**src/rtl/datapath_arbiter.sv**
```systemverilog
// rtl/datapath_arbiter.sv - round-robin arbiter sharing one ALU/GCD datapath between requesters
module datapath_arbiter #(
  parameter int NUM_REQ        = 2,
  parameter int WIDTH          = 16,
  parameter int TIMEOUT_CYCLES = 255
) (
  input  logic                 clk,
  input  logic                 reset_n,
  input  logic [NUM_REQ-1:0]   req,
  input  logic [NUM_REQ*4-1:0] req_opcode,
  input  logic [NUM_REQ*8-1:0] req_a,
  input  logic [NUM_REQ*8-1:0] req_b,
  output logic [NUM_REQ-1:0]   gnt,
  output logic [NUM_REQ-1:0]   rsp_valid,
  output logic [WIDTH-1:0]     rsp_result,
  output logic                 rsp_error,
  output logic                 busy,
  output logic                 dp_enable,
  output logic [3:0]           dp_opcode,
  output logic [7:0]           dp_a,
  output logic [7:0]           dp_b,
  input  logic                 dp_done,
  input  logic [WIDTH-1:0]     dp_result
);
  localparam int IDX_W = (NUM_REQ > 1) ? $clog2(NUM_REQ) : 1;
  localparam int WD_W  = $clog2(TIMEOUT_CYCLES + 1);
  localparam logic [WD_W-1:0]  WD_LAST  = WD_W'(TIMEOUT_CYCLES - 1);
  localparam logic [IDX_W-1:0] IDX_LAST = IDX_W'(NUM_REQ - 1);

  typedef enum logic [1:0] {IDLE, BUSY, RESPOND} state_t;

  state_t             state_q, state_d;
  logic [IDX_W-1:0]   rr_ptr_q, rr_ptr_d;
  logic [IDX_W-1:0]   idx_q, idx_d;
  logic [3:0]         opcode_q, opcode_d;
  logic [7:0]         a_q, a_d, b_q, b_d;
  logic [WIDTH-1:0]   result_q, result_d;
  logic               err_q, err_d;
  logic [WD_W-1:0]    wdog_q, wdog_d;
  logic [IDX_W-1:0]   winner, cand;
  logic               found;
  logic [3:0]         win_opcode;
  logic [NUM_REQ-1:0] idx_onehot;

  function automatic logic opcode_valid(input logic [3:0] op);
    return (op == 4'b0001) || (op == 4'b0010) || (op == 4'b0011) || (op == 4'b1011);
  endfunction

  // First set request at or above rr_ptr_q, wrapping around
  always_comb begin
    winner = '0;
    cand   = '0;
    found  = 1'b0;
    for (int k = 0; k < NUM_REQ; k++) begin
      cand = IDX_W'((int'(rr_ptr_q) + k) % NUM_REQ);
      if (!found && req[cand]) begin
        found  = 1'b1;
        winner = cand;
      end
    end
  end

  assign win_opcode = req_opcode[int'(winner)*4 +: 4];

  always_comb begin
    state_d  = state_q;
    rr_ptr_d = rr_ptr_q;
    idx_d    = idx_q;
    opcode_d = opcode_q;
    a_d      = a_q;
    b_d      = b_q;
    result_d = result_q;
    err_d    = err_q;
    wdog_d   = wdog_q;
    case (state_q)
      IDLE: begin
        if (found) begin
          idx_d    = winner;
          opcode_d = win_opcode;
          a_d      = req_a[int'(winner)*8 +: 8];
          b_d      = req_b[int'(winner)*8 +: 8];
          result_d = '0;
          wdog_d   = '0;
          // Invalid opcodes skip the datapath and answer with an error directly
          if (opcode_valid(win_opcode)) begin
            err_d   = 1'b0;
            state_d = BUSY;
          end else begin
            err_d   = 1'b1;
            state_d = RESPOND;
          end
        end
      end
      BUSY: begin
        wdog_d = wdog_q + 1'b1;
        if (dp_done) begin
          result_d = dp_result;
          err_d    = 1'b0;
          state_d  = RESPOND;
        end else if (wdog_q == WD_LAST) begin
          result_d = '0;
          err_d    = 1'b1;
          state_d  = RESPOND;
        end
      end
      RESPOND: begin
        rr_ptr_d = (idx_q == IDX_LAST) ? '0 : idx_q + 1'b1;
        state_d  = IDLE;
      end
      default: state_d = IDLE;
    endcase
  end

  always_ff @(posedge clk) begin
    if (!reset_n) begin
      state_q  <= IDLE;
      rr_ptr_q <= '0;
      idx_q    <= '0;
      opcode_q <= '0;
      a_q      <= '0;
      b_q      <= '0;
      result_q <= '0;
      err_q    <= 1'b0;
      wdog_q   <= '0;
    end else begin
      state_q  <= state_d;
      rr_ptr_q <= rr_ptr_d;
      idx_q    <= idx_d;
      opcode_q <= opcode_d;
      a_q      <= a_d;
      b_q      <= b_d;
      result_q <= result_d;
      err_q    <= err_d;
      wdog_q   <= wdog_d;
    end
  end

  always_comb begin
    idx_onehot        = '0;
    idx_onehot[idx_q] = 1'b1;
  end

  assign gnt        = (state_q != IDLE) ? idx_onehot : '0;
  assign rsp_valid  = (state_q == RESPOND) ? idx_onehot : '0;
  assign rsp_result = (state_q == RESPOND) ? result_q : '0;
  assign rsp_error  = (state_q == RESPOND) && err_q;
  assign busy       = (state_q != IDLE);
  assign dp_enable  = (state_q == BUSY);
  assign dp_opcode  = opcode_q;
  assign dp_a       = a_q;
  assign dp_b       = b_q;

endmodule

```
**config.mk**
```make
export PLATFORM = sky130hd
export DESIGN_NAME = datapath_arbiter
export DESIGN_NICKNAME = d
export VERILOG_FILES = /design/src/rtl/datapath_arbiter.sv
export SDC_FILE = /design/constraint.sdc
export NUM_CORES = 1
export LEC_CHECK = 0
export ABC_AREA = 1
export BUFFER_PORTS_ARGS = -buffer_cell sky130_fd_sc_hd__buf_2
export CAP_MARGIN = 10
export CORE_MARGIN = 3
export CORE_UTILIZATION = 49
export CTS_BUF_LIST = sky130_fd_sc_hd__clkbuf_8
export DETAILED_ROUTE_END_ITERATION = 16
export PLACE_DENSITY = 0.85
export SKIP_LAST_GASP = 1
export SYNTH_ARGS = -nofsm -noshare
export SYNTH_HDL_FRONTEND = slang
export SYNTH_SLANG_ARGS = --single-unit
```
**constraint.sdc**
```tcl
create_clock -name clk -period 1.75 [get_ports clk]
set_input_delay 0 -clock clk [delete_from_list [all_inputs] [get_ports clk]]
set_output_delay 0 -clock clk [all_outputs]
set_load 0.02 [all_outputs]
```
==> summary.md, run 1 <==
| Metric | Value |
|---|---|
| GRT Total Usage | `slightly above 20%` |
| DRC Markers | `0` |
| Root Buffer | `clkbuf_8` |
| Num Clock Sinks | `49` |
| Cell Count, Final, Fillers Out | `approximately 500` |
| Area grow syn2layout | `32.3%` |
| Slew HR | `61.6%` |
| Number of antenna-violating nets in the routed design | `0` |
| Reg2Reg Depth | `7` |
| Via density per instance | `4.81` |
| Core Region | `about 4500 um2` |
| Yosys cell types | `28` |
| Setup total negative slack | `0 ns` |
| Worst slew pin tran | `0.575 ns` |
| Share of cells above drive strength 1 | `between 20% and 30%` |
| Final instance area | `between 3000 and 4000 um2` |
| Final Skew | `0.00832 ns` |
| Outcome | `completed` |
| WHS | `between 0.02 and 0.025 ns` |
| Hold Violations, Final | `0` |
| Dpl cells | `489` |
| Hold Path Depth | `5` |
| Row count | `24` |
| H-tree Lvls | `2` |
| Initial drt markers | `68` |
| Largest net degree at the start of global routing | `31` |
| Yosys warns | `0` |
| DP Wirelength | `4.00 mm` |
| P_leak | `0.00160 uW` |
| Post-CTS Resized | `0` |
| Syn nets | `410` |
| Final setup margin | `~0.21 ns` |
| Leading area contributor after synthesis | `dfxtp_1` |
| Crit. End Element | `flop` |
| Starting density of the core | `between 50% and 60%` |
| Seq cells post-synth | `49` |
| Syn_area_per_cell | `6.83 um2` |
| RSZ-0062 raised after global routing | `false` |
| Total of max-cap violations | `0` |
| GR Overflow Total | `0` |
| Drt wl/cell | `10.9 um` |
| Pre-CTS WS | `0.204 ns` |
| Die area | `5710 um2` |
| Nets | `523` |
| Initial antenna violation count | `0` |
| TritonCTS clock tree | `built` |
| Vias in the first global route | `roughly 2300` |
| Die Height | `75.6 um` |
| Startpoint class of the critical path | `flop` |
| I/O Pins | `104` |
| Crit share post-route | `87.8%` |
| Worst skew pair latency | `0.30 ns` |
| Post-CTS Setup Inserts | `0` |
| Clk slew on worst S/H paths | `0.09 ns` |
| Final Critical Period | `1.54 ns` |
| Area fraction of the dominant cell type after synthesis | `41.4%` |
| Die Width | `approximately 76 um` |
| Placed Area | `2890 um2` |
| Antenna cells | `0` |
| Synthesized area | `approximately 2400 um2` |
| Fmax | `0.651 GHz` |
| CTS Buf Count | `5` |
| Worst setup path category | `reg2reg` |
| Cells after synthesis | `347` |
| GP Congestion | `0.774` |
| Seq/Total Area, Yosys | `just over 40%` |
| CP required | `roughly 2.0 ns` |
| Global-route wire length before repair | `9.18 mm` |
| Max Slew Vio Count | `0` |
| Worst hold path class | `in2reg` |
| IR drop worst, VDD | `about 590 uV` |
| Final setup violation count | `0` |
| Crit-path max FO | `30` |
| # port buffers | `about 100` |
| 1st-pass router iterations | `4` |
| Maximum buffer depth of the clock tree | `2` |
| Via count | `2467` |
| Arr. time, crit path | `1.73 ns` |
| Area contributors post-synth | `dfxtp_1 (41%), nand2_1 (16%), inv_1 (8.2%)` |
| Pwr dens | `864 nW/um2` |
| Post-Route WL | `5.60 mm` |
==> registers in the layout (all words and copies together), names as in the netlist <==
name,flops
dp_a,8
dp_b,8
dp_opcode,4
err_q,1
idx_q,1
result_q,16
rr_ptr_q,1
state_q,2
wdog_q,8
==> cells by family (layout without fill, tap and decap cells) <==
family,count (synthesis),count (layout),share of synthesized area (%)
adder cells (fa/ha/maj),2,2,1.06
buffers and inverters,74,188,13.4
flip-flops,49,49,41.4
AO/OA/AOI/OAI,55,55,14.5
AND/OR/NAND/NOR,167,167,29.7
==> routing by layer <==
layer / track usage, % / wire [um] / vias up
met3: 7.12 / 513 / 6
met1: 22.0 / 2400 / 1048
met5: 0 / 0 / -
met2: 38.3 / 2630 / 103
li1: - / - / 1310
met4: 4.85 / 55 / 0
==> synth_stat cells (all sizes together) <==
cell type    n
inv         57
a22oi        1
nand3       27
o21ai        8
dfxtp       49
nor3         2
o211ai      18
nand2      104
ha           2
nor2        31
nand3b       1
buf         13
a21oi       26
nor4         1
clkbuf       4
a211oi       2
or2          1
==> power breakdown <==
group	total [uW]	leakage (uW)	internal, uW	switching (uW)
Clock	636	0.0000439	276	360
Sequential	1280	0.000401	1220	56.3
Combinational	799	0.00115	292	507
Total	2710	0.00160	1790	923
==> metrics by stage <==
step	util, %	power [uW]
global route	69.6	2880
floorplan	-	1840
finish	69.6	2710
CTS	69.6	2750
detailed placement	64.2	2080
global placement	64.2	2060
==> timing repair <==
item / in CTS / in global routing
hold buffers: 16 / 0
endpoints found under the hold margin: 16 / 0
setup endpoints to repair: 0 / 0
==> worst paths after layout <==
path,startpoint,end,slack [ns]
worst max register to register,state_q[0],dp_b[2],0.21
worst min-delay path,req_b[8],dp_b[0],0.02
worst min register to register,result_q[4],result_q[4],0.46
worst max-delay path,state_q[0],dp_b[2],0.21
==> worst max-delay path, stage by stage (launching register included) <==
cell and delay, ns:
dfxtp_1 0.34, nor2_2 0.21, o21ai_2 0.20, inv_2 0.23
buf_12 0.20, nand3_1 0.10, o211ai_1 0.09, inv_1 0.06
==> final cells by class <==
class                   instances  area (um2)
well taps                      52        65.1
clock buffers                   5        68.8
clock inverters                 3        17.5
inverters                      57         214
flip-flops and latches         49         981
repair buffers                123         718
multi-input cells             224        1070
fillers                       368        1370
==> cell usage in the layout, fill, tap and decap left out, drive strengths merged <==
cell type | netlist | layout
a211oi | 2 | 2
a21oi | 26 | 26
a22oi | 1 | 1
buf | 13 | 107
clkbuf | 4 | 5
clkinv | 0 | 2
clkinvlp | 0 | 1
dfxtp | 49 | 49
dlygate4sd3 | 0 | 16
ha | 2 | 2
inv | 57 | 57
nand2 | 104 | 104
nand3 | 27 | 27
nand3b | 1 | 1
nor2 | 31 | 31
nor3 | 2 | 2
nor4 | 1 | 1
o211ai | 18 | 18
o21ai | 8 | 8
or2 | 1 | 1
Power figures use the tool's default switching activity.
==> inputs of run 2 (changes only) <==
- RECOVER_POWER: not set -> 25
- clock period: 1.75 -> 1.55 ns (I/O delays scaled with it)
==> summary.md, run 2 (same netlist as run 1, synthesis figures left out) <==
| Metric | Value |
|---|---|
| Num Clock Sinks | `49 (unchanged)` |
| Largest net degree at the start of global routing | `33 (was 31)` |
| Clk slew on worst S/H paths | `0.09 ns (about the same)` |
| Worst hold path class | `in2reg (unchanged)` |
| RSZ-0062 raised after global routing | `true (was false)` |
| DRC Markers | `0 (unchanged)` |
| CP Buf/Inv Count | `4 (was 3)` |
| Vias in the first global route | `2392 (was 2250)` |
| Final Skew | `0.00573 ns (was 0.00832 ns)` |
| Worst setup path category | `reg2out (was reg2reg)` |
| Sequence of cells on the critical path | `inv_1 > nor2_4 > clkinvlp_4 > buf_4 > nor2_1 > buf_2 (was nor2_2 > o21ai_2 > inv_2 > buf_12 > nand3_1 > o211ai_1 > inv_1)` |
| Pwr dens | `1070 nW/um2 (was 864 nW/um2)` |
| Most frequent cells in the layout | `nand2_1 (98), buf_2 (83), inv_1 (51) (was buf_2 (103), nand2_1 (98), inv_1 (52))` |
| Final Critical Period | `approximately 1.5 ns` |
| Initial drt markers | `91 (was 68)` |
| I/O Pins | `104 (unchanged)` |
| Hold Path Depth | `5 (unchanged)` |
| Total power | `3440 uW (was 2710 uW)` |
| Largest register FFs | `16 (unchanged)` |
| Antenna cells | `0 (unchanged)` |
| Die area | `5710 um2 (unchanged)` |
| Worst slew pin tran | `0.431 ns (was 0.575 ns)` |
| CP top delay family | `buffers and inverters (unchanged)` |
| Die Width | `75.6 um (unchanged)` |
| Die Height | `75.6 um (unchanged)` |
| Fillers | `379 (was 368)` |
| P_leak | `0.00157 uW (was 0.00160 uW)` |
| Hold worst-path end | `dp_b[2] (was dp_b[0])` |
| Arr. time, crit path | `1.50 ns (was 1.73 ns)` |
| Setup total negative slack | `0 ns (unchanged)` |
| GRT Total Usage | `21.9% (was 20.5%)` |
| Via count | `2531 (was 2467)` |
| Max Slew Vio Count | `0 (unchanged)` |
| Crit. End Element | `primary output (was flop)` |
| Area grow syn2layout | `35.8% (was 32.3%)` |
| Startpoint class of the critical path | `flop (unchanged)` |
| CTS Buf Count | `5 (unchanged)` |
| DP Wirelength | `4.10 mm (was 4.00 mm)` |
| IR drop worst, VDD | `643 uV (was 593 uV)` |
| 1st-pass router iterations | `4 (unchanged)` |
| Via density per instance | `4.88 (was 4.81)` |
| Global-route wire length before repair | `9.81 mm (was 9.18 mm)` |
| CP required | `1.55 ns (was 1.95 ns)` |
| Placed Area | `2910 um2 (was 2890 um2)` |
| Slowest stage cell on the critical path | `dfxtp_1 (unchanged)` |
| Starting density of the core | `52.6% (unchanged)` |
| Core Region | `4500 um2 (unchanged)` |
| Biggest register | `result_q (unchanged)` |
| WHS | `0.0123 ns (was 0.0209 ns)` |
| Worst R2R Start | `state_q[0] (unchanged)` |
| GR Overflow Total | `0 (unchanged)` |
| H-tree Lvls | `2 (unchanged)` |
| Worst skew pair latency | `0.30 ns (about the same)` |
| Hold Startpoint | `req_b[10] (was req_b[8])` |
| GP Congestion | `0.808 (was 0.774)` |
| Fmax | `0.667 GHz` |
| Final setup violation count | `0 (unchanged)` |
| Root Buffer | `clkbuf_8 (unchanged)` |
| Maximum buffer depth of the clock tree | `2 (unchanged)` |
| Commonest non-fill, non-tap cell in the layout | `nand2_1 (was buf_2)` |
| Reg2Reg Depth | `8 (was 7)` |
| Capturing point of the worst reg2reg path | `dp_opcode[3] (was dp_b[2])` |
| Final instance area | `3220 um2 (was 3140 um2)` |
| Crit share post-route | `96.7%` |
| Slew HR | `71.2% (was 61.6%)` |
| CP max stage delay | `0.35 ns (was 0.34 ns)` |
| Initial antenna violation count | `0 (unchanged)` |
| Outcome | `completed (unchanged)` |
| Crit-path max FO | `10 (was 30)` |
| Drt wl/cell | `11.4 um (was 10.9 um)` |
| Nets | `529 (was 523)` |
| Number of antenna-violating nets in the routed design | `0 (unchanged)` |
| Reg-to-reg setup timing slack | `0.16 ns (was 0.21 ns)` |
| Total of max-cap violations | `0 (unchanged)` |
| TritonCTS clock tree | `built (unchanged)` |
| Row count | `24 (unchanged)` |
| Hold Violations, Final | `0 (unchanged)` |
| Share of cells above drive strength 1 | `26.3% (was 29.1%)` |
| # port buffers | `103 (unchanged)` |
| Post-Route WL | `5.90 mm (was 5.60 mm)` |
-- run 2: cell count changes in the layout (fill, tap and decap cells not counted), sizes merged --
cell      change
bufinv        +2
clkbuf       +20
clkinv        -1
buf          -15
clkinvlp      +1
inv           -1
-- run 2: metrics by stage --
stage                     setup WS, ns  instances  util, %
final                           0.0512        519     71.5
after global routing           -0.0380        519     71.5
after CTS                       0.0260        516     71.2
after detailed placement         0.203        492     64.7
after global placement           0.218        492     64.7
after floorplan                  0.283        347        -
-- run 2: area by class of cell --
class | count | area (um2) | share of cell area (%)
clock buffer | 5 | 68.8 | 2.14
clock inverter | 3 | 65.1 | 2.02
inverter | 57 | 218 | 6.76
multi-input combinational | 224 | 1080 | 33.7
sequential | 49 | 981 | 30.5
tap | 52 | 65.1 | 2.02
timing repair buffer | 128 | 731 | 22.7
timing repair inverter | 1 | 7.51 | 0.233
-- run 2: worst max path at each step --
stage,from,slack (ns),to,depth (start not counted)
final,state_q[1],0.05,rsp_valid[1],6
after global routing,state_q[0],-0.04,wdog_q[7],4
after CTS,state_q[1],0.03,rsp_valid[1],5
after detailed placement,wdog_q[1],0.20,err_q,7
after global placement,wdog_q[0],0.22,err_q,8
after floorplan,wdog_q[0],0.28,result_q[10],8
-- run 2: repair_timing --
action	4_1_cts	5_1_grt
resized for setup	0	5
hold buffers	16	0
setup buffers	0	2
hold endpoints to repair	16	0
setup endpoints to repair	0	18
-- run 2: metal layers --
metal  global-route usage, %  part of all wire, %  wire (um)
met5                       0                    0          0
met4                    8.16                  1.3         76
met3                    6.46                  8.2        486
met2                    39.6                   48       2810
met1                    24.0                   43       2530
-- run 2: report_power, final --
part	internal [uW]	switching (uW)	total (uW)
registers	1380	69.1	1450
logic	339	597	936
clock network	640	415	1060
-- run 2: tightest hold or removal path: stages --
cell and delay, ns:
buf_2 0.07, nand2_1 0.04, nand3_1 0.06, o211ai_1 0.07, inv_1 0.05
==> inputs of run 3 (changes only) <==
- CORE_ASPECT_RATIO: not set -> 0.75
==> summary.md, run 3 (same netlist as run 1, synthesis figures left out) <==
| Metric | Value |
|---|---|
| Crit. End Element | `primary output (unchanged)` |
| Number of antenna-violating nets in the routed design | `0 (unchanged)` |
| Post-CTS Resized | `0 (unchanged)` |
| Dpl cells | `499 (was 492)` |
| GR Overflow Total | `0 (unchanged)` |
| Worst slew pin tran | `0.539 ns (was 0.431 ns)` |
| Initial antenna violation count | `0 (unchanged)` |
| Worst setup path category | `reg2out (unchanged)` |
| Worst skew pair latency | `0.30 ns (about the same)` |
| Antenna cells | `0 (unchanged)` |
| Largest register FFs | `16 (unchanged)` |
| Via count | `2615 (was 2531)` |
| # port buffers | `103 (unchanged)` |
| Row count | `21 (was 24)` |
| Die Height | `66.2 um (was 75.6 um)` |
| Global-route wire length before repair | `9.79 mm (was 9.81 mm)` |
| Final setup violation count | `0 (unchanged)` |
| GRT Total Usage | `21.3% (was 21.9%)` |
| CP required | `1.55 ns (about the same)` |
| Arr. time, crit path | `1.49 ns (was 1.50 ns)` |
| I/O Pins | `104 (unchanged)` |
| Worst R2R Start | `wdog_q[0] (was state_q[0])` |
| Max Slew Vio Count | `0 (unchanged)` |
| Vias in the first global route | `2305 (was 2392)` |
| Hold Path Depth | `5 (unchanged)` |
| Outcome | `completed (unchanged)` |
| Maximum buffer depth of the clock tree | `2 (unchanged)` |
| Num Clock Sinks | `49 (unchanged)` |
| Post-Route WL | `6.41 mm (was 5.90 mm)` |
| P_leak | `0.00155 uW (was 0.00157 uW)` |
| Starting density of the core | `51.9% (was 52.6%)` |
| Clk slew on worst S/H paths | `0.09 ns (about the same)` |
| Core Region | `4570 um2 (was 4500 um2)` |
| Hold Violations, Final | `0 (unchanged)` |
| DP Wirelength | `4.41 mm (was 4.10 mm)` |
| Nets | `529 (unchanged)` |
| Slew HR | `64.1% (was 71.2%)` |
| TritonCTS clock tree | `built (unchanged)` |
| Most frequent cells in the layout | `nand2_1 (98), buf_2 (83), inv_1 (52) (was nand2_1 (98), buf_2 (83), inv_1 (51))` |
| H-tree Lvls | `2 (unchanged)` |
| Total of max-cap violations | `0 (unchanged)` |
| DRC Markers | `0 (unchanged)` |
| Drt wl/cell | `12.2 um (was 11.4 um)` |
| Root Buffer | `clkbuf_8 (unchanged)` |
| Area grow syn2layout | `33.2% (was 35.8%)` |
| Fmax | `0.673 GHz (was 0.667 GHz)` |
| IR drop worst, VDD | `575 uV (was 643 uV)` |
| Share of cells above drive strength 1 | `25.5% (was 26.3%)` |
| GP Congestion | `0.806 (was 0.808)` |
| Final Critical Period | `1.49 ns (was 1.50 ns)` |
| 1st-pass router iterations | `5 (was 4)` |
| Setup total negative slack | `0 ns (unchanged)` |
| Biggest register | `result_q (unchanged)` |
| Worst hold path class | `in2reg (unchanged)` |
| Reg-to-reg setup timing slack | `0.10 ns (was 0.16 ns)` |
| Capturing point of the worst reg2reg path | `wdog_q[6] (was dp_opcode[3])` |
| Cell Count, Final, Fillers Out | `524 (was 519)` |
| Crit-path max FO | `13 (was 10)` |
| Final Skew | `0.00817 ns (was 0.00573 ns)` |
| Hold worst-path end | `dp_b[2] (unchanged)` |
| Die Width | `86.3 um (was 75.6 um)` |
| Startpoint class of the critical path | `flop (unchanged)` |
| Commonest non-fill, non-tap cell in the layout | `nand2_1 (unchanged)` |
| Initial drt markers | `144 (was 91)` |
| Hold Startpoint | `req_b[10] (unchanged)` |
| CTS Buf Count | `5 (unchanged)` |
| Via density per instance | `4.99 (was 4.88)` |
| Pwr dens | `982 nW/um2 (was 1070 nW/um2)` |
| Finished Core Util | `69.1% (was 71.5%)` |
| Reg2Reg Depth | `6 (was 8)` |
| Largest net degree at the start of global routing | `30 (was 33)` |
| Crit share post-route | `95.9% (was 96.7%)` |
| Die area | `5720 um2 (was 5710 um2)` |
-- run 3: power by group --
| part | internal (uW) | leakage (uW) | switching [uW] | total (uW) |
|---|---|---|---|---|
| sequential | 1380 | 0.000401 | 62.5 | 1440 |
| clock | 312 | 0.0000439 | 423 | 735 |
| combinational | 332 | 0.00110 | 595 | 927 |
-- run 3: worst max-delay path by stage --
stage	startpoint	to	slack, ns	cells past startpoint
2_1_floorplan	wdog_q[0]	result_q[10]	0.28	8
3_3_place_gp	wdog_q[0]	err_q	0.26	8
3_5_place_dp	wdog_q[0]	wdog_q[6]	0.16	6
4_1_cts	state_q[1]	rsp_result[10]	0.15	6
5_1_grt	state_q[1]	rsp_result[8]	-0.02	6
6_report	state_q[1]	rsp_result[8]	0.06	6
-- run 3: area by class of cell --
class                   instances  area (um2)
fillers                       399        1410
clock inverters                 3        17.5
well taps                      57        71.3
multi-input cells             224        1070
repair buffers                129         734
clock buffers                   5        68.8
flip-flops and latches         49         981
inverters                      57         214
-- run 3: stage by stage --
step	power [uW]	setup WS, ns	hold WS (ns)	area [um2]
after floorplan	2080	0.283	0.147	2370
after global placement	2360	0.261	0.255	2930
after detailed placement	2380	0.159	0.258	2930
after CTS	3130	0.153	0.00995	3180
after global routing	3280	-0.0222	0.0258	3160
final	3100	0.0638	0.0115	3160
-- run 3: worst max-delay path, stage by stage (launching register included) --
cell	delay, ns
dfxtp_1	0.35
inv_1	0.07
nor2_1	0.08
inv_1	0.12
buf_4	0.21
nor2_1	0.14
buf_2	0.21
-- run 3: repair_timing --
item	in CTS	in global routing
setup buffers	0	1
hold buffers	16	0
endpoints found under the setup margin	0	1
hold endpoints to repair	16	0
-- run 3: layer usage --
metal / routed length, um / up-vias / track usage [%]
met1: 2720 / 1176 / 26.1
li1: - / 1324 / -
met3: 417 / 14 / 4.73
met2: 3130 / 101 / 36.5
met4: 141 / 0 / 7.78
met5: 0 / - / 0
